<file path="src/rtl/vga_timing_gen.sv">
// Parametrised VGA raster timing generator: a pixel-enable divider, h/v raster counters and
// registered sync, data-enable, character-cell coordinates and line/frame start pulses.
module vga_timing_gen #(
   parameter int H_ACTIVE = 640,
   parameter int H_FP     = 16,
   parameter int H_SYNC   = 96,
   parameter int H_BP     = 48,
   parameter int V_ACTIVE = 480,
   parameter int V_FP     = 10,
   parameter int V_SYNC   = 2,
   parameter int V_BP     = 33,
   parameter bit H_POL    = 1'b0,
   parameter bit V_POL    = 1'b0,
   parameter int CLK_DIV  = 4,
   parameter int CHAR_W   = 8,
   parameter int CHAR_H   = 16,
   localparam int H_TOTAL = H_ACTIVE + H_FP + H_SYNC + H_BP,
   localparam int V_TOTAL = V_ACTIVE + V_FP + V_SYNC + V_BP,
   localparam int HW      = $clog2(H_TOTAL),
   localparam int VW      = $clog2(V_TOTAL),
   localparam int CCW     = (H_ACTIVE / CHAR_W > 1) ? $clog2(H_ACTIVE / CHAR_W) : 1,
   localparam int CRW     = (V_ACTIVE / CHAR_H > 1) ? $clog2(V_ACTIVE / CHAR_H) : 1,
   localparam int GXW     = (CHAR_W > 1) ? $clog2(CHAR_W) : 1,
   localparam int GYW     = (CHAR_H > 1) ? $clog2(CHAR_H) : 1
) (
   input  logic           clk,
   input  logic           rst,
   input  logic           en,
   output logic           pix_en,
   output logic [HW-1:0]  h_cnt,
   output logic [VW-1:0]  v_cnt,
   output logic           de,
   output logic           hsync,
   output logic           vsync,
   output logic [CCW-1:0] char_col,
   output logic [CRW-1:0] char_row,
   output logic [GXW-1:0] glyph_x,
   output logic [GYW-1:0] glyph_y,
   output logic           line_start,
   output logic           frame_start
);

   localparam int DW    = (CLK_DIV > 1) ? $clog2(CLK_DIV) : 1;
   localparam int CW_SH = $clog2(CHAR_W);
   localparam int CH_SH = $clog2(CHAR_H);

   localparam logic [DW-1:0] DIV_LAST = DW'(CLK_DIV - 1);

   localparam logic [HW-1:0] H_LAST  = HW'(H_TOTAL - 1);
   localparam logic [HW-1:0] H_ACT   = HW'(H_ACTIVE);
   localparam logic [HW-1:0] H_SS    = HW'(H_ACTIVE + H_FP);
   localparam logic [HW-1:0] H_SE    = HW'(H_ACTIVE + H_FP + H_SYNC);
   localparam logic [HW-1:0] H_GMASK = HW'(CHAR_W - 1);

   localparam logic [VW-1:0] V_LAST  = VW'(V_TOTAL - 1);
   localparam logic [VW-1:0] V_ACT   = VW'(V_ACTIVE);
   localparam logic [VW-1:0] V_SS    = VW'(V_ACTIVE + V_FP);
   localparam logic [VW-1:0] V_SE    = VW'(V_ACTIVE + V_FP + V_SYNC);
   localparam logic [VW-1:0] V_GMASK = VW'(CHAR_H - 1);

   logic [DW-1:0]  div;
   logic           tick;
   logic           h_wrap;
   logic [HW-1:0]  h_nxt;
   logic [VW-1:0]  v_nxt;
   logic           de_nxt;
   logic           hs_act;
   logic           vs_act;
   logic [CCW-1:0] col_nxt;
   logic [CRW-1:0] row_nxt;
   logic [GXW-1:0] gx_nxt;
   logic [GYW-1:0] gy_nxt;

   // Pixel-enable divider: with CLK_DIV=1 div stays 0 and every enabled cycle ticks.
   assign tick = en && (div == DIV_LAST);

   always_ff @(posedge clk or posedge rst) begin
      if (rst) begin
         div <= '0;
      end else if (!en || tick) begin
         div <= '0;
      end else begin
         div <= div + 1'b1;
      end
   end

   // Next raster position and everything decoded from it, so registered outputs line up with the counters.
   always_comb begin
      h_wrap  = (h_cnt == H_LAST);
      h_nxt   = h_wrap ? '0 : h_cnt + 1'b1;
      v_nxt   = v_cnt;
      if (h_wrap) begin
         v_nxt = (v_cnt == V_LAST) ? '0 : v_cnt + 1'b1;
      end
      de_nxt  = (h_nxt < H_ACT) && (v_nxt < V_ACT);
      hs_act  = (h_nxt >= H_SS) && (h_nxt < H_SE);
      vs_act  = (v_nxt >= V_SS) && (v_nxt < V_SE);
      col_nxt = CCW'(h_nxt >> CW_SH);
      row_nxt = CRW'(v_nxt >> CH_SH);
      gx_nxt  = GXW'(h_nxt & H_GMASK);
      gy_nxt  = GYW'(v_nxt & V_GMASK);
   end

   // Pulses follow the registered tick; everything else only moves on a tick edge.
   always_ff @(posedge clk or posedge rst) begin
      if (rst) begin
         pix_en      <= 1'b0;
         line_start  <= 1'b0;
         frame_start <= 1'b0;
         h_cnt       <= H_LAST;
         v_cnt       <= V_LAST;
         de          <= 1'b0;
         hsync       <= ~H_POL;
         vsync       <= ~V_POL;
         char_col    <= '0;
         char_row    <= '0;
         glyph_x     <= '0;
         glyph_y     <= '0;
      end else begin
         pix_en      <= tick;
         line_start  <= tick && (h_nxt == '0);
         frame_start <= tick && (h_nxt == '0) && (v_nxt == '0);
         if (tick) begin
            h_cnt    <= h_nxt;
            v_cnt    <= v_nxt;
            de       <= de_nxt;
            hsync    <= hs_act ? H_POL : ~H_POL;
            vsync    <= vs_act ? V_POL : ~V_POL;
            char_col <= de_nxt ? col_nxt : '0;
            char_row <= de_nxt ? row_nxt : '0;
            glyph_x  <= de_nxt ? gx_nxt : '0;
            glyph_y  <= de_nxt ? gy_nxt : '0;
         end
      end
   end

endmodule

</file>
<file path="config.mk">
export PLATFORM = sky130hd
export DESIGN_NAME = vga_timing_gen
export DESIGN_NICKNAME = d
export VERILOG_FILES = /design/src/rtl/vga_timing_gen.sv
export SDC_FILE = /design/constraint.sdc
export NUM_CORES = 1
export LEC_CHECK = 0
export ABC_AREA = 1
export BUFFER_PORTS_ARGS = -buffer_cell sky130_fd_sc_hd__buf_2
export CAP_MARGIN = 0
export CORE_MARGIN = 2
export CORE_UTILIZATION = 40
export CTS_CLUSTER_SIZE = 24
export DETAILED_ROUTE_END_ITERATION = 8
export GPL_ROUTABILITY_DRIVEN = 0
export PLACE_DENSITY_LB_ADDON = 0.08
export SLEW_MARGIN = 15
export SYNTH_ARGS = -nofsm -noshare
export SYNTH_HDL_FRONTEND = slang
export SYNTH_SLANG_ARGS = --single-unit
</file>
<file path="constraint.sdc">
create_clock -name clk -period 2.35 [get_ports clk]
set_clock_uncertainty 0.15 [all_clocks]
set_input_delay 0.1175 -clock clk [delete_from_list [all_inputs] [get_ports clk]]
set_output_delay 0.1175 -clock clk [all_outputs]
set_load 0.01 [all_outputs]
</file>
======== Yosys cells after proc, flatten, opt, wreduce, memory -nomap -nowiden ========
Cells that the tools add are included.
storage, ports and cells
  memory bits (writable) .................. 0
  memories kept ........................... 0
  bits in latches ......................... 0
  bits in registers ....................... 47
  bits of input ports ..................... 3
  word-level logic and storage cells ...... 45
  output and inout bits ................... 45
  memory bits (read-only) ................. 0
cells by class
  shift operators ......................... 0
  $mul .................................... 0
  reduce and logical (&&, ||, !) cells .... 10
  bitwise gates (word level) .............. 0
  equal/unequal tests ..................... 3
  mux-type cells .......................... 10
  magnitude comparators ................... 6
  add/subtract/negate cells ............... 3
  divide/modulo/power cells ............... 0
operators with widths
  operator                                              count
  two-way mux 10 bit                                    3
  adder 10 x 1 -> 10 bit, second input constant         2
  equality test 10 bit, second input constant           2
  zero test 10 bit                                      2
  < comparator 10 bit, second input constant            2
  < comparator 10 x 9 -> 1 bit, second input constant   2
  >= comparator 10 bit, second input constant           1
  >= comparator 10 x 9 -> 1 bit, second input constant  1
  two-way mux 7 bit                                     1
  logical AND 1 bit                                     6
  two-way mux 5 bit                                     1
  two-way mux 4 bit                                     1
  two-way mux 3 bit                                     1
  adder 2 x 1 -> 2 bit, second input constant           1
  equality test 2 bit, second input constant            1
  two-way mux 1 bit                                     2
  two-way mux 2 bit                                     1
  zero test 1 bit                                       1
  logical OR 1 bit                                      1

======== Longest topological paths before layout ========
Gate-level depths: netlist of the first run.
  word-level depth ........................ 6
  mapped depth ............................ 13
  mapped depth without buffers ............ 13

======== Worst setup path before layout of the first run ========
No wires, ideal clock.
  kind .................................... reg2reg
  from .................................... register h_cnt[0]
  to ...................................... register char_col[0]
  period minus slack after synthesis ...... 2027 ps
  slack ................................... 323 ps
  required time ........................... 2082 ps
  cell stages (with the launch flop) ...... 13
  arrival time ............................ 1759 ps
  library setup time ...................... 118 ps
  path buffers ............................ 2
  cells stage by stage .................... dfstp_2 -> ha_1 -> nand2_2 -> nor2_4 -> nand2_1 -> buf_6 -> nor2_4 -> nand2_1 -> nand2_1 -> nand3_2 -> buf_6 -> nand4_1 -> nand2_1
on the way
  longest elaborated chain between the ends .. 5
  elaborated cells on any way between the ends .. 8
  classes of those cells .................. add/sub: 1; order compare: 2; eq/ne: 1; mux: 3; reduce/logical: 1
RTL lines
  element                                                              RTL line  text
  start: declaration                                                   30        output logic [HW-1:0] h_cnt,
  start signal: assignment                                             124       h_cnt <= h_nxt;
  adder 10 x 1 -> 10 bit or equality test 10 bit (tied branches)       90, 89
  two-way mux 10 bit, on equally long branches                         90, 92
  < comparator 10 bit or < comparator 10 x 9 -> 1 bit (tied branches)  95        de_nxt = (h_nxt < H_ACT) && (v_nxt < V_ACT);
  logical AND 1 bit                                                    95
  two-way mux 7 bit (*)                                                129       char_col <= de_nxt ? col_nxt : '0;
  end signal: assignment                                               129
  end: declaration                                                     35        output logic [CCW-1:0] char_col,
Mark *: on every way between the ends. The rest lies on a longest branch, timed or not.
A chain may end at the register's enable or synchronous reset.

======== Worst setup path in the final report of the first run ========
  from .................................... register h_cnt[0]
  to ...................................... register char_col[4]
The elaborated chain is that of the path after synthesis.

==> results of run 1 <==
-- cell families after synthesis --
family | count (synthesis) | synth area share, %
buffers and inverters | 57 | 10.4
AND/OR/NAND/NOR | 217 | 36.6
XOR/XNOR | 1 | 0.325
adder cells (fa/ha/maj) | 5 | 2.32
AO/OA/AOI/OAI | 25 | 6.13
flip-flops | 47 | 44.2
-- layout make-up --
| type | count | share of cell area [%] |
|---|---|---|
| Multi-Input combinational cell | 248 | 38.6 |
| Sequential cell | 47 | 36.8 |
| Timing Repair Buffer | 64 | 12.5 |
| Inverter | 42 | 4.87 |
| Tap cell | 77 | 2.98 |
| Clock buffer | 5 | 2.13 |
| Clock inverter | 3 | 2.09 |
-- per-layer routing --
metal	GRT usage (%)	wire length [um]	up-vias
met5	0	0	-
met4	5.19	80	0
met3	3.37	387	6
met2	28.0	2880	57
met1	29.2	3350	1134
li1	-	-	1238
-- worst register-to-register path, cell delays in order, from the launching register on --
cell and delay [ps]:
dfstp_2 550, ha_2 180, nand2_2 70, nor2_4 140, inv_2 90, nor2_4 200, nand3_2 120, nand2_1 100
nand2_1 90, inv_2 110, nand2_8 110, nand4_1 110, nand2_1 60
-- layout by cell type (no fill, tap or decap), types with 2 or more instances in the layout --
| cell | count |
|---|---|
| nand4_1 | 25 |
| nand2_1 | 105 |
| nand3_2 | 6 |
| nand3_1 | 25 |
| clkbuf_8 | 5 |
| o21ai_0 | 7 |
| dfstp_2 | 12 |
| buf_4 | 12 |
| ha_1 | 4 |
| inv_2 | 4 |
| buf_12 | 3 |
| dlygate4sd3_1 | 2 |
| inv_1 | 38 |
| buf_2 | 47 |
| o21bai_1 | 15 |
| dfrtp_1 | 35 |
| nor2_4 | 3 |
| bufinv_16 | 2 |
| nor3_1 | 3 |
| nand2_2 | 5 |
| nor2_1 | 40 |
-- what timing repair did --
| item | 4_1_cts | 5_1_grt |
|---|---|---|
| resized for setup | 0 | 7 |
| endpoints found under the hold margin | 18 | 0 |
| endpoints found under the setup margin | 0 | 25 |
| hold buffers | 2 | 0 |
| setup buffers | 0 | 2 |
-- report_power, final --
group	leakage, nW	switching (mW)	internal [mW]
Clock	0.0644	0.305	0.425
Sequential	0.580	0.278	1.17
Combinational	1.10	0.985	0.618
Total	1.75	1.57	2.21
-- state kept, by name, indices dropped and copies added, names as in the netlist --
name         cells
frame_start      1
v_cnt           10
line_start       1
char_row         5
vsync            1
char_col         7
h_cnt           10
hsync            1
div              2
de               1
glyph_x          3
glyph_y          4
pix_en           1
-- stage by stage --
| stage | cell area, sq um | worst slack, ps |
|---|---|---|
| 5_1_grt | 3240 | -24.6 |
| 6_report | 3240 | 163 |
| 3_3_place_gp | 3040 | 80.9 |
| 2_1_floorplan | 2700 | 323 |
| 4_1_cts | 3190 | 18.4 |
| 3_5_place_dp | 3040 | 55.4 |
-- how the worst max path moves through the flow --
stage	startpoint	end	depth (start not counted)
2_1_floorplan	h_cnt[0]	char_col[0]	12
3_3_place_gp	h_cnt[0]	char_row[2]	12
3_5_place_dp	h_cnt[0]	char_col[4]	10
4_1_cts	h_cnt[0]	char_col[4]	10
5_1_grt	h_cnt[0]	char_col[4]	12
6_report	h_cnt[0]	char_col[4]	12
==> summary.md, run 1 <==
| Metric | Value |
|---|---|
| Outcome | complete, no violations |
| Avg Synthesized Cell Area | around 7.7 sq um |
| Worst-Margin Slew | roughly 500 ps |
| Crit path DAT | roughly 2200 ps |
| Register-to-Register Path Depth | 12 |
| FFs w/ async S/R, synth | 100% |
| Drt total wl | about 6.7 mm |
| Final hold vios | 0 |
| FF-to-FF End | char_col[4] |
| DIE WIDTH | 86.1 um |
| Final Non-Filler Cells | a little under 500 |
| Post-route DRC | 0 |
| Unrepaired setup endpoints after global routing | true |
| Tot GR Track Use | between 10% and 20% |
| Mapped Area | 2700 sq um |
| Crit end category | register |
| Clk sinks | 47 |
| Initial drt markers | a little under 200 |
| Vias per cell | ~5.0 |
| Area Overhead vs Synth | 20.1% |
| Area of the multi-input gates | 1250 sq um |
| # nets final | 416 |
| I/O pin count | between 40 and 50 |
| Post-route setup TNS | 0 ps |
| Syn Nets | 360 |
| Maximum VDD drop | 441 uV |
| Clk_lat worst skew | a little over 300 ps |
| Vias | 2435 |
| Worst path required time | 2400 ps |
| Fin crit period | 2190 ps |
| Post-synth top cells | nand2_1, nor2_1, inv_1 |
| Share of cells above drive strength 1 | 25.2% |
| Reg2reg start | h_cnt[0] |
| Peak Freq | 457 MHz |
| Startpoint Class | register |
| Most instantiated library cell after synthesis | nand2_1 |
| Final ANT Viol Nets | 0 |
| Number of library cell types mapped by synthesis | 30 |
| Slew headroom | about 66% |
| Top delay family on crit path | simple AND/OR/NAND/NOR gates |
| Fill cells | about 650 |
| Max Root-Sink Buffers | 2 |
| Final Setup Violations | 0 |
| WL/cell | 13.8 um |
| Initial Util | a little over two fifths |
| Largest net degree at the start of global routing | 47 |
| Cell repeated most along the worst path | nand2_1 |
| CTS tree | yes |
| PD cells | between 1000 and 1500 nW/um^2 |
| TritonCTS Buffers | 5 |
| Top cell type by total area after synthesis | dfrtp_1 |
| Placed cells | ~470 |
| Register area share after synthesis | between 40% and 50% |
| Synth top area share | about a third |
| # diodes | 0 |
| Core Util, Final | between 50% and 60% |
| CTS clk-pin slew, worst paths | 100 ps |
| Post-detail-place hpwl | slightly below 5 mm |
| Vias in the first global route | ~2.3k |
| Post-synth EDFFs | 0 |
| Max Cap Viol | 0 |
| Max Transition Viols Final | 0 |
| Antenna violations before repair | 0 |
| Design Power | between 3 and 4 mW |
| Port Buf Inserts | 47 |
| R2R Setup Slk | between 150 and 200 ps |
| Die area | roughly 7400 sq um |
| Gr ovfl total | 0 |
| Largest stage delay on the critical path | 550 ps |
| Post-synth top flop | dfrtp_1 |
| Root Driver | clkbuf_8 |
| Worst-path fanout max | 20 |
| Leakage | ~1.7 nW |
| Warnings, synthesis | 0 |
| Seq cells post-synth | 47 |
| Global-route wire length before repair | between 10 and 15 mm |
| CP max stage cell | dfstp_2 |
| Crit path cell chain | ha_2 -> nand2_2 -> nor2_4 -> inv_2 -> nor2_4 -> nand3_2 -> nand2_1 -> nand2_1 -> inv_2 -> nand2_8 -> nand4_1 -> nand2_1 |
| Drt pass-1 iters | 4 |
| # rows | 29 |
| H-tree levels | 2 |
| WP buf/inv | 2 |
| Reg area | approximately 1200 sq um |
| Post-route clock period utilization | between 90% and 100% |
| Synth area leaders | dfrtp_1, nand2_1, dfstp_2, nand4_1, nor2_1 |
| WS Path Type | register to register |
| Die height | 86.1 um |
| Min-Delay Path Class | input port to async pin |
| Cells after Synth | roughly 350 |
| WHS | around 210 ps |
| Core Area | 6420 sq um |
(Power assumes the default switching activity.)
==> run 2, diff against run 1 <==
--- a/config.mk
+++ b/config.mk
@@ -6,14 +6,14 @@
 export NUM_CORES = 1
 export LEC_CHECK = 0
 export ABC_AREA = 1
-export BUFFER_PORTS_ARGS = -buffer_cell sky130_fd_sc_hd__buf_2
+export BUFFER_PORTS_ARGS = -buffer_cell sky130_fd_sc_hd__buf_4
 export CAP_MARGIN = 0
 export CORE_MARGIN = 2
 export CORE_UTILIZATION = 40
 export CTS_CLUSTER_SIZE = 24
 export DETAILED_ROUTE_END_ITERATION = 8
 export GPL_ROUTABILITY_DRIVEN = 0
-export PLACE_DENSITY_LB_ADDON = 0.08
+export PLACE_DENSITY_LB_ADDON = 0.05
 export SLEW_MARGIN = 15
 export SYNTH_ARGS = -nofsm -noshare
 export SYNTH_HDL_FRONTEND = slang
==> run 2 against run 1 <==
Cell count rose by 1.0%. Sequential power about the same. Sequential share of layout area fell by 1.4 points. Global-route usage shrank 0.30 points. Critical path depth is 2 higher. Critical endpoint is now char_row[1]. Largest power group unchanged.
==> summary.md, run 2 (synthesis gave the netlist of run 1 again) <==
| Metric | Value |
|---|---|
| Global-route wire length before repair | 11.0 mm (-2.0%) |
| CTS clk-pin slew, worst paths | 100 ps (about the same) |
| Area of the multi-input gates | 1290 sq um (+2.9%) |
| Root Driver | clkbuf_8 |
| Initial drt markers | 131 (-32%) |
| Vias | 2526 (+3.7%) |
| Initial Util | 42.0% (unchanged) |
| Reg area | 1190 sq um (unchanged) |
| Min-Delay Path Class | input port to async pin |
| # nets final | 421 (+1.2%) |
| Reg2reg start | h_cnt[0] |
| Max Cap Viol | 0 (unchanged) |
| Commonest non-fill, non-tap cell in the layout | nand2_1 |
| Worst-path fanout max | 10 (-50%) |
| Placed cells | 474 (unchanged) |
| Fill cells | 609 (-5.7%) |
| Peak Freq | 451 MHz (-1.3%) |
| Share of cells above drive strength 1 | 26.6% (+1.4 points) |
| Fin area | 3370 sq um (+4.1%) |
| Max Transition Viols Final | 0 (unchanged) |
| Gr ovfl total | 0 (unchanged) |
| TritonCTS Buffers | 5 (unchanged) |
| Leakage | 1.77 nW (+1.3%) |
| # diodes | 0 (unchanged) |
| Clk sinks | 47 (unchanged) |
| Startpoint Class | register |
| Register-to-Register Path Depth | 14 (+2) |
| Most frequent cells in the layout | nand2_1, buf_4, inv_1, nor2_1, dfrtp_1 |
| Vias per cell | 5.14 (+2.7%) |
| Core Util, Final | 52.5% (+2.0 points) |
| Drt pass-1 iters | 5 (+1) |
| Crit end category | register |
| Post-route DRC | 0 (unchanged) |
| Worst-Margin Slew | 536 ps (+31.9 ps) |
| CTS tree | yes |
| Drt total wl | 6.98 mm (+4.3%) |
| DIE WIDTH | 86.1 um (unchanged) |
| Largest net degree at the start of global routing | 47 (unchanged) |
| R2R Setup Slk | 130 ps (-30 ps) |
| Post-detail-place hpwl | 4.87 mm (+1.2%) |
| Clk_lat worst skew | 310 ps (about the same) |
| Post-route setup TNS | 0 ps (unchanged) |
| Area Overhead vs Synth | 25.0% |
| Post-route clock period utilization | 94.3% (+1.2 points) |
| Die height | 86.1 um (unchanged) |
| # rows | 29 (unchanged) |
| I/O pin count | 48 (unchanged) |
| Port Buf Inserts | 47 (unchanged) |
| Final Non-Filler Cells | 491 (+1.0%) |
| Final ANT Viol Nets | 0 (unchanged) |
| Design Power | 3.80 mW (+0.49%) |
| FF-to-FF End | char_row[1] |
| Maximum VDD drop | 493 uV (+12%) |
| Crit path DAT | 2270 ps (+30 ps) |
| Final hold vios | 0 (unchanged) |
| Core Area | 6420 sq um (unchanged) |
| Max Root-Sink Buffers | 2 (unchanged) |
| WL/cell | 14.2 um (+3.2%) |
| Antenna violations before repair | 0 (unchanged) |
| PD cells | 1130 nW/um^2 (-3.4%) |
| WS Path Type | register to register |
| Placed cell area | 3140 sq um (+3.5%) |
| Outcome | complete, no violations |
| Slew headroom | 64.2% (-2.1 points) |
| Die area | 7410 sq um (unchanged) |
| Worst path required time | 2400 ps (about the same) |
| Vias in the first global route | 2268 (-1.1%) |
| H-tree levels | 2 (unchanged) |
| Top Registers | h_cnt x10, v_cnt x10, char_col x7 |
| Fin crit period | 2220 ps (+28.1 ps) |
| Tot GR Track Use | 18.9% (-0.30 points) |
| Final Setup Violations | 0 (unchanged) |
-- run 2: cell count changes in the layout (fill, tap and decap cells not counted), sizes merged --
cell,delta
clkbuf,+1
bufinv,-2
buf,+3
clkinv,+2
inv,-1
nand2,+2
-- run 2: worst max-delay path: stages (launching register included) --
cell	delay (ps)
dfstp_2	540
ha_2	180
nand2_2	70
nor2_4	130
buf_6	110
inv_2	50
nor2_4	90
buf_4	130
nand3_1	70
nand2_1	100
nand3_2	110
clkinv_4	130
nand2_8	90
nand4_1	90
nand2_1	60
-- run 2: stage by stage --
stage                     setup slack [ps]  hold slack (ps)
after detailed placement             -23.1             58.5
after floorplan                        323             95.9
final                                  135              254
after global routing                 -21.1              308
after global placement               -3.00             53.9
after CTS                             95.5              285
-- run 2: layer usage --
| layer | global-route usage [%] | vias to the layer above | wire, um |
|---|---|---|---|
| met5 | 0 | - | 0 |
| met4 | 4.33 | 0 | 65 |
| met3 | 3.75 | 7 | 315 |
| met2 | 27.6 | 74 | 3190 |
| met1 | 28.8 | 1196 | 3410 |
| li1 | - | 1249 | - |
-- run 2: final cells by class --
type                       count  area share [%]
timing repair buffer          67            16.2
clock buffer                   6            2.15
clock inverter                 2           0.371
sequential                    47            35.4
multi-input combinational    250            38.2
tap                           77            2.86
inverter                      42            4.90
-- run 2: worst max path at each step --
stage / slack, ps / to / startpoint
CTS: 100 / glyph_y[0] / h_cnt[0]
detailed placement: -20 / glyph_y[0] / h_cnt[0]
floorplan: 320 / char_col[0] / h_cnt[0]
global placement: -3 / char_row[2] / h_cnt[0]
finish: 130 / char_row[1] / h_cnt[0]
global route: -20 / frame_start / h_cnt[1]
-- run 2: what timing repair did --
item	in CTS	in global routing
endpoints found under the setup margin	15	22
gates cloned	0	2
setup buffers	3	2
endpoints found under the hold margin	20	0
resized for setup	0	17
pin swaps	1	5
hold buffers	2	0
-- run 2: power by group --
part           leakage [nW]  switching, mW  total [mW]  internal (mW)
clock network        0.0412          0.296       0.505          0.209
logic                  1.15           1.05        1.84          0.789
registers             0.580          0.286        1.46           1.17
==> run 3, diff against run 2 <==
--- a/config.mk
+++ b/config.mk
@@ -5,11 +5,11 @@
 export SDC_FILE = /design/constraint.sdc
 export NUM_CORES = 1
 export LEC_CHECK = 0
-export ABC_AREA = 1
 export BUFFER_PORTS_ARGS = -buffer_cell sky130_fd_sc_hd__buf_4
 export CAP_MARGIN = 0
 export CORE_MARGIN = 2
 export CORE_UTILIZATION = 40
+export CTS_CLUSTER_DIAMETER = 50
 export CTS_CLUSTER_SIZE = 24
 export DETAILED_ROUTE_END_ITERATION = 8
 export GPL_ROUTABILITY_DRIVEN = 0
==> run 3 against run 2 <==
Wire length is 1.9% higher. Cell count is 5.9% lower. The run now ends with negative setup slack left. Sequential share of layout area is 3.6 points lower. Maximum frequency is 17% lower. Critical path depth is 7 lower. Die area is 3.4% lower. Sequential cell count stayed put. First-iteration DRC count is 36% lower. Register-to-register slack worse by 450 ps. Total power is 44% lower.
==> summary.md, run 3 <==
| Metric | Value |
|---|---|
| Outcome | complete, but fails checks |
| Failing checks | negative setup slack |
| Seq cells post-synth | 47 (unchanged) |
| Most frequent cells in the layout | buf_4, nand2_1, dfrtp_1 |
| Leakage | 1.75 nW (-1.2%) |
| Register area share after synthesis | 45.8% (+1.6 points) |
| # diodes | 0 (unchanged) |
| Worst-Margin Slew | 581 ps (+45.6 ps) |
| Core Area | 6310 sq um (-1.7%) |
| Top Registers | h_cnt x10, v_cnt x10, char_col x7 |
| CTS tree | yes |
| Final Setup Violations | 22 (+22) |
| Worst-path fanout max | 18 (+8) |
| Peak Freq | 375 MHz (-17%) |
| Vias per cell | 5.26 (+2.2%) |
| FFs w/ async S/R, synth | 100% (unchanged) |
| Max Root-Sink Buffers | 2 (unchanged) |
| DIE WIDTH | 84.6 um (-1.7%) |
| PD cells | 567 nW/um^2 (-50%) |
| Port Buf Inserts | 47 (unchanged) |
| Setup ws final | -318 ps (-453 ps) |
| Min-Delay Path Class | input port to async pin |
| Warnings, synthesis | 0 (unchanged) |
| Number of library cell types mapped by synthesis | 52 (+73%) |
| Reg2reg start | h_cnt[9] |
| Clk sinks | 47 (unchanged) |
| Initial Util | 41.2% (-0.78 points) |
| WS Path Type | register to register |
| Syn Nets | 288 (-20%) |
| Max Transition Viols Final | 0 (unchanged) |
| Cells after Synth | 280 (-20%) |
| WHS | 255 ps (+0.983 ps) |
| Vias in the first global route | 2323 (+2.4%) |
| Share of cells above drive strength 1 | 43.4% (+17 points) |
| Commonest non-fill, non-tap cell in the layout | buf_4 |
| Post-route setup TNS | -5890 ps (-5890 ps) |
| Largest net degree at the start of global routing | 54 (+15%) |
| Post-synth top cells | nand2_1, dfrtp_1, clkbuf_1, xnor2_1 |
| Avg Synthesized Cell Area | 9.29 sq um (+21%) |
| Top cell type by total area after synthesis | dfrtp_1 |
| Post-synth EDFFs | 0 (unchanged) |
| CTS clk-pin slew, worst paths | 90 ps (about the same) |
| Final ANT Viol Nets | 0 (unchanged) |
| Post-route DRC | 0 (unchanged) |
| Clk_lat worst skew | 310 ps (about the same) |
| Core Util, Final | 59.5% (+7.0 points) |
| Fin crit period | 2670 ps (+453 ps) |
| Synth area leaders | dfrtp_1, dfstp_2, nand2_1, xnor2_1, xor2_1 |
| Tot GR Track Use | 20.4% (+1.5 points) |
| Final Non-Filler Cells | 462 (-5.9%) |
| Gr ovfl total | 0 (unchanged) |
| TritonCTS Buffers | 5 (unchanged) |
| Unrepaired setup endpoints after global routing | true |
| # nets final | 392 (-6.9%) |
| Worst path required time | 2420 ps (+20 ps) |
| H-tree levels | 2 (unchanged) |
| Post-detail-place hpwl | 5.24 mm (+7.6%) |
| Drt total wl | 7.12 mm (+1.9%) |
| Largest stage delay on the critical path | 580 ps (+40 ps) |
| Root Driver | clkbuf_8 |
| Maximum VDD drop | 382 uV (-23%) |
| Placed cells | 447 (-5.7%) |
| Vias | 2428 (-3.9%) |
| Initial drt markers | 84 (-36%) |
| Area Overhead vs Synth | 44.5% |
| I/O pin count | 48 (unchanged) |
| Post-route clock period utilization | 114% (+19 points) |
| Post-synth top flop | dfrtp_1 |
| Crit path DAT | 2740 ps (+470 ps) |
| Antenna violations before repair | 0 (unchanged) |
| Crit path from | h_cnt[9] |
| WL/cell | 15.4 um (+8.3%) |
| # rows | 29 (unchanged) |
| Final hold vios | 0 (unchanged) |
| Crit path cell chain | or3b_4 -> or4_4 -> nand4_1 -> o22ai_2 -> a221o_1 -> buf_12 -> o31ai_1 |
| Fill cells | 578 (-5.1%) |
| Max Cap Viol | 0 (unchanged) |
| Most instantiated library cell after synthesis | nand2_1 |
| Die height | 84.6 um (-1.7%) |
| Die area | 7160 sq um (-3.4%) |
| Synth top area share | 33.7% (+1.2 points) |
| Crit end category | register |
| Slew headroom | 61.2% (-3.0 points) |
| Mapped Area | 2600 sq um (-3.5%) |
| Startpoint Class | register |
| CP max stage cell | or4_4 |
| Global-route wire length before repair | 11.7 mm (+6.7%) |
| Drt pass-1 iters | 4 (-1) |
-- run 3: cell types whose count changed after synthesis, sizes merged, moves of 14 or more --
cell and delta:
inv -35, o21bai -15, xnor2 +15, nand2 -65
nand4 -14, nor2 -30, nand3 -21, o31ai +14
-- run 3: routing by layer --
metal	GRT usage [%]	part of all wire [%]	wire length, um	vias up
met3	3.93	3.7	261	9
met4	5.77	1.2	83	0
met5	0	0	0	-
li1	-	-	-	1197
met2	33.6	49	3520	40
met1	27.5	46	3250	1182
-- run 3: path summary, 6_finish.rpt --
kind                                    end  slack, ps  cells after the start
max in group asynchronous          v_cnt[9]       1510                      4
worst min register to register       div[0]        300                      1
worst max-delay path            char_col[3]       -320                      7
worst min-delay path                 div[0]        260                      4
min in group clk                     div[0]        300                      1
worst max register to register  char_col[3]       -320                      7
-- run 3: cell families after synthesis --
logic type	after synthesis	synth area share, %
AND/OR/NAND/NOR	115	22.5
AO/OA/AOI/OAI	59	15.6
flip-flops	47	45.8
buffers and inverters	29	5.20
XOR/XNOR	24	8.09
adder cells (fa/ha/maj)	5	2.41
multiplexers	1	0.385
-- run 3: through the flow --
step	cell area [sq um]	power [mW]	setup WS, ps
finish	3760	2.13	-318
global route	3760	2.26	-405
CTS	3680	2.14	-299
detailed placement	3480	1.61	-339
global placement	3480	1.61	-315
floorplan	2640	1.30	-470
-- run 3: critical path: cells and delay by family, from the launching register on --
kind / cells / cell delay (ps)
flops: 1 / 530
simple gates: 3 / 1130
compound gates: 3 / 590
buf+inv: 1 / 170
-- run 3: power by group --
part           total (mW)  switching [mW]  leakage [nW]  internal, mW
combinational       0.588           0.290          1.10         0.298
clock               0.520           0.279        0.0484         0.242
sequential           1.02          0.0802         0.599         0.941
-- run 3: layout make-up --
type                    instances  area (sq um)  share of cell area [%]
multi-input cells             204          1420                    37.9
flip-flops and latches         47          1190                    31.7
clock inverters                 1          8.76                   0.233
well taps                      77          96.3                    2.56
clock buffers                   7          86.3                    2.30
inverters                       7          26.3                   0.700
repair buffers                119           923                    24.6
-- run 3: what timing repair did --
| action | 4_1_cts | 5_1_grt |
|---|---|---|
| setup endpoints to repair | 25 | 27 |
| hold buffers | 2 | 0 |
| hold endpoints to repair | 49 | 0 |
| buffers inserted | 1 | 5 |
| gates resized for setup | 16 | 9 |
| pin swaps | 3 | 4 |
